<file path="src/rtl/cla_multiword_add_ctrl_pkg.sv">
// Shared definitions for the multi-word carry-lookahead adder controller.
//   - FSM state encoding (IDLE, ADD, DONE)
//   - nibble width handled per cycle by the shared 4-bit adder
package cla_multiword_add_ctrl_pkg;

  localparam int NIB_W = 4;

  typedef logic [1:0] state_t;

  localparam state_t ST_IDLE = 2'd0;
  localparam state_t ST_ADD  = 2'd1;
  localparam state_t ST_DONE = 2'd2;

endpackage

</file>
<file path="src/rtl/carry_lookahead_adder_4bit.sv">
// 4-bit carry-lookahead adder, purely combinational.
// Ports:
//   A, B  : 4-bit addends
//   Cin   : carry in
//   Sum   : 4-bit sum
//   Cout  : carry out of bit 3
module carry_lookahead_adder_4bit (
  input  logic [3:0] A,
  input  logic [3:0] B,
  input  logic       Cin,
  output logic [3:0] Sum,
  output logic       Cout
);

  logic [3:0] p;
  logic [3:0] g;
  logic [4:0] c;

  assign p = A ^ B;
  assign g = A & B;

  // Every carry is expanded directly from generate/propagate terms so no
  // carry depends on a previous carry output.
  assign c[0] = Cin;
  assign c[1] = g[0] | (p[0] & Cin);
  assign c[2] = g[1] | (p[1] & g[0]) | (p[1] & p[0] & Cin);
  assign c[3] = g[2] | (p[2] & g[1]) | (p[2] & p[1] & g[0])
              | (p[2] & p[1] & p[0] & Cin);
  assign c[4] = g[3] | (p[3] & g[2]) | (p[3] & p[2] & g[1])
              | (p[3] & p[2] & p[1] & g[0])
              | (p[3] & p[2] & p[1] & p[0] & Cin);

  assign Sum  = p ^ c[3:0];
  assign Cout = c[4];

endmodule

</file>
<file path="src/rtl/cla_multiword_add_ctrl.sv">
// Serial multi-word adder: computes a + b + cin one nibble per cycle, LSB
// nibble first, through a single shared 4-bit carry-lookahead adder.
// Ports:
//   clk   : clock, rising edge
//   rst   : synchronous active-high reset
//   start : request an addition (sampled only in IDLE)
//   a, b  : W-bit operands, W = 4*NIBBLES
//   cin   : carry into nibble 0
//   busy  : high while nibbles are being added
//   done  : one-cycle pulse, result valid
//   sum   : W-bit result (held until the next accepted start)
//   cout  : carry out of the MSB nibble
//   ovf   : two's-complement overflow
module cla_multiword_add_ctrl
  import cla_multiword_add_ctrl_pkg::*;
#(
  parameter int NIBBLES = 4
) (
  input  logic                     clk,
  input  logic                     rst,
  input  logic                     start,
  input  logic [NIB_W*NIBBLES-1:0] a,
  input  logic [NIB_W*NIBBLES-1:0] b,
  input  logic                     cin,
  output logic                     busy,
  output logic                     done,
  output logic [NIB_W*NIBBLES-1:0] sum,
  output logic                     cout,
  output logic                     ovf
);

  localparam int W     = NIB_W * NIBBLES;
  localparam int IDX_W = $clog2(NIBBLES);
  localparam logic [IDX_W-1:0] LAST_IDX = IDX_W'(NIBBLES - 1);

  state_t           state;
  logic [W-1:0]     a_q;
  logic [W-1:0]     b_q;
  logic [W-1:0]     sum_q;
  logic             carry_q;
  logic [IDX_W-1:0] idx;
  logic             cout_q;
  logic             ovf_q;

  logic [NIB_W-1:0] a_nib;
  logic [NIB_W-1:0] b_nib;
  logic [NIB_W-1:0] nib_sum;
  logic             nib_cout;
  logic             last_nib;

  assign a_nib    = a_q[idx*NIB_W +: NIB_W];
  assign b_nib    = b_q[idx*NIB_W +: NIB_W];
  assign last_nib = (idx == LAST_IDX);

  // The carry register is loaded with cin on start, so nibble 0 sees the
  // external carry-in and later nibbles see the previous nibble's carry.
  carry_lookahead_adder_4bit u_cla (
    .A    (a_nib),
    .B    (b_nib),
    .Cin  (carry_q),
    .Sum  (nib_sum),
    .Cout (nib_cout)
  );

  always_ff @(posedge clk) begin
    if (rst) begin
      state   <= ST_IDLE;
      a_q     <= '0;
      b_q     <= '0;
      sum_q   <= '0;
      carry_q <= 1'b0;
      idx     <= '0;
      cout_q  <= 1'b0;
      ovf_q   <= 1'b0;
    end else begin
      case (state)
        ST_IDLE: begin
          if (start) begin
            state   <= ST_ADD;
            a_q     <= a;
            b_q     <= b;
            carry_q <= cin;
            sum_q   <= '0;
            idx     <= '0;
            cout_q  <= 1'b0;
            ovf_q   <= 1'b0;
          end
        end
        ST_ADD: begin
          sum_q[idx*NIB_W +: NIB_W] <= nib_sum;
          carry_q                   <= nib_cout;
          if (last_nib) begin
            state  <= ST_DONE;
            cout_q <= nib_cout;
            // Overflow uses the MSB of the final nibble as it is written.
            ovf_q  <= (a_q[W-1] == b_q[W-1]) && (nib_sum[NIB_W-1] != a_q[W-1]);
          end else begin
            idx <= idx + IDX_W'(1);
          end
        end
        ST_DONE: begin
          state <= ST_IDLE;
        end
        default: begin
          state <= ST_IDLE;
        end
      endcase
    end
  end

  assign busy = (state == ST_ADD);
  assign done = (state == ST_DONE);
  assign sum  = sum_q;
  assign cout = cout_q;
  assign ovf  = ovf_q;

endmodule

</file>
<file path="config.mk">
export PLATFORM = sky130hd
export DESIGN_NAME = cla_multiword_add_ctrl
export DESIGN_NICKNAME = d
export VERILOG_FILES = /design/src/rtl/cla_multiword_add_ctrl_pkg.sv /design/src/rtl/carry_lookahead_adder_4bit.sv /design/src/rtl/cla_multiword_add_ctrl.sv
export SDC_FILE = /design/constraint.sdc
export NUM_CORES = 1
export LEC_CHECK = 0
export CAP_MARGIN = 20
export CORE_ASPECT_RATIO = 0.75
export CORE_UTILIZATION = 40
export DETAILED_ROUTE_END_ITERATION = 6
export DONT_BUFFER_PORTS = 1
export PLACE_DENSITY_LB_ADDON = 0.08
export SLEW_MARGIN = 20
export SYNTH_ARGS = -nofsm -noshare
export SYNTH_HDL_FRONTEND = slang
export SYNTH_SLANG_ARGS = --single-unit
</file>
<file path="constraint.sdc">
create_clock -name clk -period 7.68 [get_ports clk]
set_input_delay 0.768 -clock clk [delete_from_list [all_inputs] [get_ports clk]]
set_output_delay 0.768 -clock clk [all_outputs]
set_load 0.02 [all_outputs]
</file>
==> flow_summary.ini, run 1 <==
[setup_path]
crit_arrival_ns = 3.23
critPathKind = flip-flop to flip-flop
rrSetupSlack_ns = 4.65
rr_startpoint = idx[0]
required_ns = 7.88
path_max_fanout = 16
crit_top_cell = o21ai_0
critPathCaptureType = flip-flop
ff2ff_path_depth = 6
slowest_stage = dfxtp_1
cpPeakStageDelay_ns = 0.89
crit_start = idx[0]
cp_cell_sequence = mux4_2 > ha_1 > o21ai_0 > o21ai_0 > a311o_1 > nand3_1
rr_endpoint = ovf
endpoint = ovf
cp-start-kind = flip-flop

[detailed_routing]
drt_iter0_drc = 74
drc = 0
post_drt_wl_per_cell_um = 16.3
viasPerCell = 5.41
antenna_left = 0
dr.pass1.iters = 4
routed-via-count = 1914
routed_wl_um = 5780

[clocking]
cts_resized = 0
cts_hold_buffers = 0
cts.path.max_buffers = 2
post_cts_buffers = 0
numClockSinks = 55
h-tree-depth = 2
clk_pin_slew_ns = 0.10
clock_latency_ns = 0.31
cts_tree = built
cts_made_buffers = 5
cts_root_buffer = clkbuf_8

[power]
p_total_mw = 0.541
p_leak_nw = 0.953
p_per_area_nw_per_um2 = 207
max-vdd-ir-drop_uv = 87.7

[sta]
worst_pin_slew_ns = 0.850
worst_clock_skew_ns = 0.0114
setup_viol = 0
setup_tns_ns = 0
rsz0062_at_grt = false
finalCriticalPeriod_ns = 3.03
fmax_mhz = 330
slew_violations = 0
fin_ws_ns = 4.65
hold_violations = 0
period_share = 0.395
relSlewSlack = 0.432

[yosys]
ys_ff_latch = 55
synthFlopType = dfxtp_1
syn_inst = 282
avgSynthCellArea_um2 = 8.77
synth_area_um2 = 2470
ys.warnings.count = 0
synth_nets = 329
synth_edf_count = 0
synthArstFlopShare = 0
ys_seq_area_frac = 0.445
synthDistinctLibCells = 35

[placement]
hpwl_um = 4170
gp_congestion = 0.804
place_ws_ns = 4.67
place_inst = 346
port_buffers = 0

[cells_and_area]
syn2layout_area_growth_pct = 5.82
seq_area_um2 = 1100
finalNonFillerCells = 354
fillCellCount = 613
layout.nets = 322
multi_input_area_um2 = 1290
num_antenna_cells = 0
drive_above_1_share = 0.0906

[worst_hold_path]
holdPathStages = 2
min_path_type = flip-flop to flip-flop
min_from = a_q[3]

[global_route]
grt_pass1_vias = 1783
grt_util_all_layers = 0.190
grt_start_max_net_pins = 60
antenna_found_initial = 0
grt_first_pass_wirelength_um = 9440
overflow = 0

[die]
core_area_um2 = 5890
die_w_um = 92.8
ios = 56
die-area_um2 = 6510
start_util = 0.420
die_h_um = 70.1
rows = 24

[status]
status = finished, final reports clean

[run]
cap_violations = 0
[worst max-delay path: cells and delay by family (launching register included)]
family / cells / cell delay, ns
flops: 1 / 0.89
mux: 1 / 0.62
simple gates: 1 / 0.06
fa+ha+maj: 1 / 0.41
compound gates: 3 / 0.94
[logic make-up (layout without fill, tap and decap cells)]
| group | count (synthesis) | in the layout | share of synthesized area |
|---|---|---|---|
| and+or+nand+nor | 118 | 118 | 0.227 |
| AOI/OAI and AO/OA | 67 | 67 | 0.155 |
| DFF | 55 | 55 | 0.445 |
| buffers and inverters | 21 | 15 | 0.0344 |
| adders and majority gates | 11 | 11 | 0.0587 |
| muxes | 8 | 8 | 0.0728 |
| xor gates and xnor gates | 2 | 2 | 0.00708 |
[flip-flops by register name, indices dropped and copies added, names as in the netlist]
| register | cells |
|---|---|
| state | 2 |
| carry_q | 1 |
| a_q | 16 |
| sum | 16 |
| b_q | 16 |
| cout | 1 |
| ovf | 1 |
| idx | 2 |
[how the worst min path moves through the flow]
stage / endpoint / slack, ns
finish: a_q[3] / 0.45
global route: a_q[13] / 0.47
CTS: a_q[3] / 0.46
detailed placement: a_q[3] / 0.44
global placement: a_q[3] / 0.44
floorplan: a_q[10] / 0.43
[cell type report]
type                            instances  area share
Clock buffer                            5      0.0263
Clock inverter                          3     0.00956
Inverter                                6     0.00860
Multi-Input combinational cell        206       0.495
Sequential cell                        55       0.421
Tap cell                               78      0.0373
Timing Repair Buffer                    1     0.00287
[synthesized netlist by cell type (2+ instances only)]
library cell	count	share of area
a21o_1	2	0.0061
a21oi_1	45	0.091
a22oi_1	9	0.027
a31o_2	2	0.0071
a31oi_1	2	0.0051
buf_2	5	0.010
clkbuf_1	10	0.015
dfxtp_1	55	0.45
ha_1	10	0.051
inv_1	6	0.0091
mux4_2	8	0.073
nand2_1	77	0.12
nand2b_1	2	0.0051
nand3_1	3	0.0061
nand3b_1	5	0.015
nand4_1	5	0.013
nor2_1	13	0.020
nor3b_1	2	0.0061
o21ai_0	4	0.0081
xor2_1	2	0.0071
[layout by cell type (no fill, tap or decap), types with 2 or more instances in the layout]
cell | Yosys | routed
a31oi_1 | 2 | 2
a22oi_1 | 9 | 9
nor2_1 | 13 | 13
mux4_2 | 8 | 8
nand3b_1 | 5 | 5
a21o_1 | 2 | 2
o21ai_0 | 4 | 4
ha_1 | 10 | 10
nand3_1 | 3 | 3
xor2_1 | 2 | 2
a21oi_1 | 45 | 45
dfxtp_1 | 55 | 55
nand2_1 | 77 | 76
clkbuf_8 | 0 | 5
nand2b_1 | 2 | 2
a31o_2 | 2 | 2
inv_1 | 6 | 6
nand4_1 | 5 | 5
clkinv_4 | 0 | 2
[power by group]
part           internal [mW]  switching [mW]  total [mW]
Sequential             0.298          0.0132       0.311
Clock                 0.0655          0.0992       0.165
Combinational         0.0254          0.0398      0.0653
Total                  0.389           0.152       0.541
[per-stage QoR]
step	utilization	instance area, um^2	hold slack, ns
3_3_place_gp	0.428	2520	0.438
3_5_place_dp	0.428	2520	0.442
2_1_floorplan	-	2470	0.433
4_1_cts	0.444	2620	0.456
5_1_grt	0.445	2620	0.466
6_report	0.445	2620	0.454
[routing by layer]
layer	track usage	wire, um	up-vias
met5	0	0	-
met4	0.0462	23	0
met3	0.0588	396	2
met2	0.257	2440	46
met1	0.291	2920	896
li1	-	-	970
Note: power is estimated with default switching activity, not from simulation.
==> inputs of run 2 (changes only) <==
Clock period 7.68 ns to 2.6 ns, I/O delays scaled along.
==> run 2 against run 1 <==
- non-clock buffer count up 15
- critical path type unchanged
- sequential cell count stayed put
- die area did not move
- core utilization increased by 2.1 points
- critical endpoint is now sum[14]
==> flow_summary.ini, run 2 (synthesis gave the netlist of run 1 again) <==
[die]
ios = 56
core_area_um2 = 5890
start_util = 0.420
rows = 24
die_w_um = 92.8
die-area_um2 = 6510
die_h_um = 70.1

[setup_path]
ff2ff_path_depth = 6
rr_startpoint = idx[1]
endpoint = sum[14]
critPathKind = flip-flop to flip-flop
rr_endpoint = sum[14]
path_max_fanout = 9
rrSetupSlack_ns = 0.24
cp-start-kind = flip-flop
critPathCaptureType = flip-flop
crit_start = idx[1]
crit_arrival_ns = 2.56
required_ns = 2.80

[sta]
hold_slack_ns = 0.0121
rsz0062_at_grt = false
finalCriticalPeriod_ns = 2.36
setup_viol = 0
period_share = 0.908
fmax_mhz = 424
hold_violations = 0
slew_violations = 0
relSlewSlack = 0.290
worst_pin_slew_ns = 1.06
setup_tns_ns = 0
worst_clock_skew_ns = 0.00773

[cells_and_area]
drive_above_1_share = 0.120
layout.nets = 337
most-common-layout-cells = nand2_1 (77), dfxtp_1 (54), a21oi_1 (45)
finalNonFillerCells = 369
fillCellCount = 628
multi_input_area_um2 = 1290
fin_util = 0.466
num_antenna_cells = 0
mostFrequentLayoutCell = nand2_1
syn2layout_area_growth_pct = 10.9
seq_area_um2 = 1100

[detailed_routing]
post_drt_wl_per_cell_um = 16.5
drc = 0
viasPerCell = 5.36
antenna_left = 0
routed_wl_um = 6100
drt_iter0_drc = 76
dr.pass1.iters = 4
routed-via-count = 1979

[power]
p_leak_nw = 1.02
pwr-share-comb = 0.145
switchingPower_mw = 0.471
seq_power_share = 0.556
cell_internal_pwr_mw = 1.17
max-vdd-ir-drop_uv = 243
p_clk_frac = 0.299
p_sw_frac = 0.287
p_per_area_nw_per_um2 = 599

[global_route]
grt_pass1_vias = 1984
antenna_found_initial = 0
grt_first_pass_wirelength_um = 10100
overflow = 0
grt_start_max_net_pins = 34
grt_util_all_layers = 0.202

[run]
cap_violations = 0

[clocking]
numClockSinks = 55
h-tree-depth = 2
cts_root_buffer = clkbuf_8
post_cts_buffers = 0
clock_latency_ns = 0.31
clk_pin_slew_ns = 0.10
cts_tree = built
cts.path.max_buffers = 2
cts_made_buffers = 5

[placement]
place_inst = 356
hpwl_um = 4130
port_buffers = 0
gp_congestion = 0.775

[worst_hold_path]
holdPathStages = 1
min_path_type = input pin to flip-flop

[status]
status = finished, final reports clean
==> run 2: changes by cell type in the layout (fill, tap and decap cells not counted), sizes merged <==
cell         previous run  this run
buf                     1        11
clkinv                  2         0
clkinvlp                1         2
dlygate4sd3             0         5
inv                     6         7
==> run 2: critical path: stages, from the launching register on <==
cell     delay (ns)
dfxtp_1        0.61
mux4_2         0.42
ha_1           0.33
a21o_1         0.19
a21oi_1        0.27
xor2_1         0.29
o21ai_0        0.14
==> run 2: what timing repair did <==
| action | 4_1_cts | 5_1_grt |
|---|---|---|
| setup endpoints to repair | 2 | 2 |
| hold buffers | 3 | 2 |
| gates resized for setup | 1 | 1 |
| hold endpoints to repair | 23 | 8 |
==> run 2: power by group through the flow <==
stage | combinational [mW] | clock, mW | sequential, mW
after global placement | 0.217 | 0 | 0.933
after global routing | 0.267 | 0.544 | 0.921
after CTS | 0.234 | 0.513 | 0.915
after floorplan | 0.172 | 0 | 0.920
final | 0.238 | 0.490 | 0.913
after detailed placement | 0.219 | 0 | 0.934
==> run 2: worst min path at each step <==
stage,to,slack [ns],start
after floorplan,a_q[0],0.40,a[0]
after global placement,sum[7],0.33,rst
after detailed placement,b_q[15],0.34,rst
after CTS,b_q[0],0.002,rst
after global routing,b_q[2],0.0005,rst
final,b_q[2],0.01,rst
==> run 2: metal layers <==
metal	global-route usage	vias up	share of wire
li1	-	994	-
met1	0.300	931	0.53
met2	0.294	47	0.40
met3	0.0468	7	0.063
met4	0.0513	0	0.0095
met5	0	-	0
==> run 2: area by class of cell <==
class	instances	area share
Tap cell	78	0.0356
Timing Repair Buffer	16	0.0484
Inverter	6	0.00821
Clock inverter	3	0.00867
Clock buffer	5	0.0251
Sequential cell	55	0.403
Multi-Input combinational cell	206	0.471
==> run 2: stage by stage <==
step                      cell area (um^2)  total power [mW]  setup slack [ns]
after floorplan                       2480              1.09            0.0732
after global placement                2600              1.15            0.0418
after detailed placement              2600              1.15           -0.0181
after CTS                             2720              1.66             0.160
after global routing                  2740              1.73            0.0496
final                                 2740              1.64             0.240
